--- src/rtl/wb_commit_unit.sv ---
// Write-back/commit stage: buffers execute results, decodes y1/y2 into two register-file write ports, traps user writes to PRIV_CH.
// Optional WB_BYPASS_EN adds combinational forwarding of the head entry's decoded ports.
module wb_commit_unit #(
  parameter int DATA_W   = 32,
  parameter int CH_W     = 4,
  parameter int DEPTH    = 2,
  parameter int FLAG_CH  = 9,
  parameter int SP_CH    = 13,
  parameter int PRIV_CH  = 14,
  parameter int PRIV_IRQ = 8,
  parameter logic [(2**CH_W)-1:0] INV_MASK = 16'h0400
) (
  input  logic              clk,
  input  logic              rst_n,
  input  logic              in_valid,
  output logic              in_ready,
  input  logic [CH_W-1:0]   in_y1_ch,
  input  logic [1:0]        in_y2_ch,
  input  logic [DATA_W-1:0] in_y1_data,
  input  logic [DATA_W-1:0] in_y2_data,
  input  logic [1:0]        sys_mode,
  input  logic              rf_ready,
  output logic              wa_en,
  output logic [CH_W-1:0]   wa_idx,
  output logic [DATA_W-1:0] wa_data,
  output logic              wb_en,
  output logic [CH_W-1:0]   wb_idx,
  output logic [DATA_W-1:0] wb_data,
  output logic              irq_req,
  output logic [7:0]        irq_num,
  input  logic              irq_ack,
  output logic              busy
`ifdef WB_BYPASS_EN
  ,
  output logic              byp_a_en,
  output logic [CH_W-1:0]   byp_a_idx,
  output logic [DATA_W-1:0] byp_a_data,
  output logic              byp_b_en,
  output logic [CH_W-1:0]   byp_b_idx,
  output logic [DATA_W-1:0] byp_b_data
`endif
);

  localparam int PTR_W = (DEPTH > 1) ? $clog2(DEPTH) : 1;
  localparam int CNT_W = $clog2(DEPTH) + 1;

  typedef struct packed {
    logic [CH_W-1:0]   y1_ch;
    logic [1:0]        y2_ch;
    logic [DATA_W-1:0] y1_data;
    logic [DATA_W-1:0] y2_data;
    logic [1:0]        mode;
  } entry_t;

  entry_t            mem_q [DEPTH];
  logic [PTR_W-1:0]  wr_ptr_q, rd_ptr_q;
  logic [CNT_W-1:0]  count_q, count_d;

  logic              wa_en_q, wb_en_q;
  logic [CH_W-1:0]   wa_idx_q, wb_idx_q;
  logic [DATA_W-1:0] wa_data_q, wb_data_q;
  logic              irq_req_q, irq_req_d;
  logic [7:0]        irq_num_q, irq_num_d;

  entry_t            head;
  entry_t            push_entry;
  logic              head_valid, full, stall, pop, push;
  logic              dec_a_en, dec_b_en, dec_trap, dec_collide;
  logic [CH_W-1:0]   dec_b_idx;

  assign head       = mem_q[rd_ptr_q];
  assign head_valid = (count_q != '0);
  assign full       = (count_q == CNT_W'(DEPTH));

  // A pending trap freezes the queue until the interrupt controller acknowledges it.
  assign stall    = irq_req_q && !irq_ack;
  assign pop      = head_valid && rf_ready && !stall;
  assign in_ready = !full || pop;
  assign push     = in_valid && in_ready;

  assign push_entry = '{y1_ch:   in_y1_ch,
                        y2_ch:   in_y2_ch,
                        y1_data: in_y1_data,
                        y2_data: in_y2_data,
                        mode:    sys_mode};

  always_comb begin
    dec_b_en    = (head.y2_ch == 2'd1) || (head.y2_ch == 2'd2);
    dec_b_idx   = (head.y2_ch == 2'd2) ? CH_W'(SP_CH) : CH_W'(FLAG_CH);
    dec_trap    = (head.y1_ch == CH_W'(PRIV_CH)) && (head.mode == 2'b11);
    // y2 wins when both channels name the same register.
    dec_collide = dec_b_en && (head.y1_ch == dec_b_idx);
    dec_a_en    = (head.y1_ch != '0) && !INV_MASK[head.y1_ch] && !dec_trap && !dec_collide;
  end

  always_comb begin
    count_d = count_q;
    case ({push, pop})
      2'b10:   count_d = count_q + 1'b1;
      2'b01:   count_d = count_q - 1'b1;
      default: count_d = count_q;
    endcase
  end

  // A new trap takes precedence over an acknowledge landing in the same cycle.
  always_comb begin
    irq_req_d = irq_req_q;
    irq_num_d = irq_num_q;
    if (pop && dec_trap) begin
      irq_req_d = 1'b1;
      irq_num_d = 8'(PRIV_IRQ);
    end else if (irq_ack) begin
      irq_req_d = 1'b0;
      irq_num_d = 8'd0;
    end
  end

  // Storage needs no reset; the pointers and count define what is live.
  always_ff @(posedge clk) begin
    if (push) mem_q[wr_ptr_q] <= push_entry;
  end

  always_ff @(posedge clk or negedge rst_n) begin
    if (!rst_n) begin
      wr_ptr_q  <= '0;
      rd_ptr_q  <= '0;
      count_q   <= '0;
      wa_en_q   <= 1'b0;
      wa_idx_q  <= '0;
      wa_data_q <= '0;
      wb_en_q   <= 1'b0;
      wb_idx_q  <= '0;
      wb_data_q <= '0;
      irq_req_q <= 1'b0;
      irq_num_q <= 8'd0;
    end else begin
      if (push) wr_ptr_q <= wr_ptr_q + 1'b1;
      if (pop)  rd_ptr_q <= rd_ptr_q + 1'b1;
      count_q   <= count_d;
      wa_en_q   <= pop && dec_a_en;
      wb_en_q   <= pop && dec_b_en;
      if (pop) begin
        wa_idx_q  <= head.y1_ch;
        wa_data_q <= head.y1_data;
        wb_idx_q  <= dec_b_idx;
        wb_data_q <= head.y2_data;
      end
      irq_req_q <= irq_req_d;
      irq_num_q <= irq_num_d;
    end
  end

  assign wa_en   = wa_en_q;
  assign wa_idx  = wa_idx_q;
  assign wa_data = wa_data_q;
  assign wb_en   = wb_en_q;
  assign wb_idx  = wb_idx_q;
  assign wb_data = wb_data_q;
  assign irq_req = irq_req_q;
  assign irq_num = irq_num_q;
  assign busy    = head_valid || irq_req_q;

`ifdef WB_BYPASS_EN
  assign byp_a_en   = head_valid && dec_a_en;
  assign byp_a_idx  = head.y1_ch;
  assign byp_a_data = head.y1_data;
  assign byp_b_en   = head_valid && dec_b_en;
  assign byp_b_idx  = dec_b_idx;
  assign byp_b_data = head.y2_data;
`endif

endmodule

--- config.mk ---
export PLATFORM = sky130hd
export DESIGN_NAME = wb_commit_unit
export DESIGN_NICKNAME = d
export VERILOG_FILES = /design/src/rtl/wb_commit_unit.sv
export SDC_FILE = /design/constraint.sdc
export NUM_CORES = 1
export LEC_CHECK = 0
export CAP_MARGIN = 20
export CELL_PAD_IN_SITES_DETAIL_PLACEMENT = 0
export CELL_PAD_IN_SITES_GLOBAL_PLACEMENT = 1
export CORE_MARGIN = 8
export CORE_UTILIZATION = 37
export CTS_BUF_LIST = sky130_fd_sc_hd__clkbuf_8
export DETAILED_ROUTE_END_ITERATION = 8
export GPL_TIMING_DRIVEN = 0
export MAX_ROUTING_LAYER = met4
export PLACE_DENSITY_LB_ADDON = 0.05
export SLEW_MARGIN = 10
export SYNTH_ARGS = -nofsm -noshare
export SYNTH_HDL_FRONTEND = slang
export SYNTH_SLANG_ARGS = --single-unit
--- constraint.sdc ---
create_clock -name clk -period 6.2 [get_ports clk]
set_input_delay 0.62 -clock clk [delete_from_list [all_inputs] [get_ports clk]]
set_output_delay 0.62 -clock clk [all_outputs]
set_load 0.02 [all_outputs]
==> flow_summary_export.csv <==
group,metric,value,unit
status,outcome,"complete, no violations",
placed_design,portBuffers,153,
critical_path,path_max_fanout,8,
timing,worst_clock_skew,0.0210,ns
cts,cts.clk_slew.worst_paths,0.06,ns
cts,clk_latency,0.53,ns
power_and_ir_drop,power_frac_seq,0.427,
cts,cts_buffers,39,
layout,finalInstanceArea,0.0107,mm2
grt,grt_pass1_wl,28300,um
die,io_pins,162,
grt,grt_overflow_total,0,
cts,cts_tree,"built",
layout,fin_util,0.508,
flow_run,cap_violations,0,
timing,timing.final.max_slew_violations,0,
logic_synthesis,ys_seq_area_frac,0.783,
grt,track_usage,0.142,
layout,n_antenna_cell,0,
power_and_ir_drop,p_int,3540,uW
worst_hold_path,min_path_type,"primary input to async pin",
logic_synthesis,syn_area_per_cell,16.1,um2
layout,layout-drive-gt1-share,0.122,
logic_synthesis,yosysWarnings,0,
cts,htreeDepth,2,
power_and_ir_drop,p_per_area,497,mW/mm2
timing,fin_crit_sh,0.466,
route,drc_errors,0,
die,fp.coreArea,0.0211,mm2
grt,grt_max_degree,53,
die,dieArea,0.0265,mm2
route,initialDrtViolationCount,188,
cts,cts_sinks,221,
logic_synthesis,synth_area,0.00798,mm2
critical_path,end_kind,"primary output",
die,die_w,163,um
cts,cts_resized,0,
layout,layout.cells.most_common,"clkdlybuf4s50_1",
power_and_ir_drop,swShare,0.336,
logic_synthesis,syn_inst,496,
layout,most-common-layout-cells,"clkdlybuf4s50_1 (152), edfxtp_1 (144), dfrtp_1 (77)",
critical_path,crit_arrival,2.27,ns
placed_design,dpl_cell_area,0.00999,mm2
cts,cts_buffer_depth,3,
power_and_ir_drop,p_total,5330,uW
layout,syn2layout_area_growth,34.3,%
route,wl_per_cell,18.1,um
route,ant_nets,0,
route,wl,18200,um
critical_path,crit_path_start_kind,"primary input",
timing,setup_viol,0,
die,row_count,53,
timing,relSlewSlack,0.481,
power_and_ir_drop,power_frac_clock,0.230,
route,vias,4652,
grt,antenna_found_initial,0,
timing,worst_pin_slew,0.777,ns
critical_path,cp.required,5.58,ns
route,vias_per_cell,4.62,
timing,hold_viol,0,
layout,fin_nets,780,
power_and_ir_drop,combPwrFrac,0.343,
timing,period_needed,2.89,ns
grt,grt_pass1_vias,5088,
route,drtPass1Iterations,4,
timing,fmax,0.346,GHz
cts,cts_setup_buffers,0,
cts,cts-root-buf,"clkbuf_8",
power_and_ir_drop,switchingPower,1790,uW
logic_synthesis,ys_ff_latch,221,
critical_path,path_class,"primary input to primary output",
cts,cts_hold_buffers,0,
logic_synthesis,ys_types,26,
timing,grt_setup_unrepaired,"false",
die,dieHeight,163,um
placed_design,dp_hpwl,12000,um
die,start_util,0.378,
power_and_ir_drop,leakage,0.00425,uW
power_and_ir_drop,ir_worst_vdd,0.244,mV
placed_design,place.gp.congestion,0.709,
## layout make-up
class,count,area [um2]
inverters,1,3.75
plain buffers,34,198
clock buffers,45,619
fillers,1842,10400
clock inverters,26,111
flip-flops and latches,221,6250
well taps,275,344
repair buffers,157,1620
multi-input cells,247,1570
## state kept, by name, summed over array words and instances (netlist names), 2 cells and up
signal	flops
wa_idx	4
wb_data	32
mem_q	144
wb_idx	2
count_q	2
wa_data	32
## worst max-delay path: stages
cell and delay, ns:
clkdlybuf4s50_1 0.47, o21ai_1 0.09, nand2b_1 0.14, buf_2 0.21
nand2b_1 0.14, clkdlybuf4s50_1 0.61
## layer usage
layer  track usage  vias to the layer above  wire (um)
met5             -                        -          0
met4        0.0475                        0        289
met3        0.0377                       24       1180
met2         0.223                      145       8700
met1         0.177                     2284       8070
li1              -                     2199          -
## synthesized netlist by cell type
cell	number	area [um2]
dfrtp_1	77	1930
or4_1	1	7.51
inv_2	1	3.75
clkbuf_1	5	18.8
buf_6	1	11.3
xnor2_1	6	52.6
or3_1	1	6.26
o21ai_0	1	5.00
xor2_1	1	8.76
nand3_1	2	10.0
and3_1	1	6.26
o221a_1	1	11.3
mux2_2	1	11.3
nor2_1	3	11.3
nand2_1	72	270
conb_1	1	3.75
buf_2	17	85.1
edfxtp_1	144	4320
o21ai_1	70	350
o41ai_1	1	8.76
mux2i_1	69	691
a31oi_1	1	6.26
buf_4	11	82.6
nand2b_1	5	31.3
ha_1	2	25.0
mux2_1	1	11.3
## stage by stage
stage / setup WS, ns / hold WS, ns / instances / TNS, ns
floorplan: 1.55 / 0.324 / 503 / 0
global route: 3.25 / 0.0835 / 1006 / 0
finish: 3.31 / 0.0755 / 1006 / 0
detailed placement: 3.12 / 0.471 / 935 / 0
global placement: -1.31 / 0.463 / 931 / -94.13
CTS: 3.28 / 0.0695 / 1006 / 0
## power by group through the flow
stage	Clock (uW)	Combinational [uW]	Sequential (uW)
floorplan	0	742	2550
global placement	0	1800	2330
detailed placement	0	1870	2300
CTS	1270	1870	2280
global route	1340	1990	2320
finish	1230	1830	2270
## cells by family (layout without fill, tap and decap cells)
family | count (synthesis) | count (layout) | synth area share
mux | 71 | 71 | 0.0894
compound gates | 74 | 74 | 0.0478
other cells | 1 | 8 | 0.000470
fa+ha+maj | 2 | 2 | 0.00314
flops | 221 | 221 | 0.783
xor+xnor | 7 | 7 | 0.00768
simple gates | 85 | 85 | 0.0430
buf+inv | 35 | 263 | 0.0252
## final timing paths
kind / start / slack (ns) / depth (start not counted) / to
max: rf_ready / 3.31 / 6 / in_ready
min: rst_n / 0.08 / 1 / wa_data[29]
max reg2reg: rd_ptr_q / 3.67 / 7 / wa_en
min reg2reg: wb_data[14] / 0.48 / 2 / wb_data[14]
max in group asynchronous: rst_n / 5.51 / 2 / wa_data[1]
min in group clk: wb_data[14] / 0.48 / 2 / wb_data[14]
No activity file was read; power rests on OpenSTA's default activity.
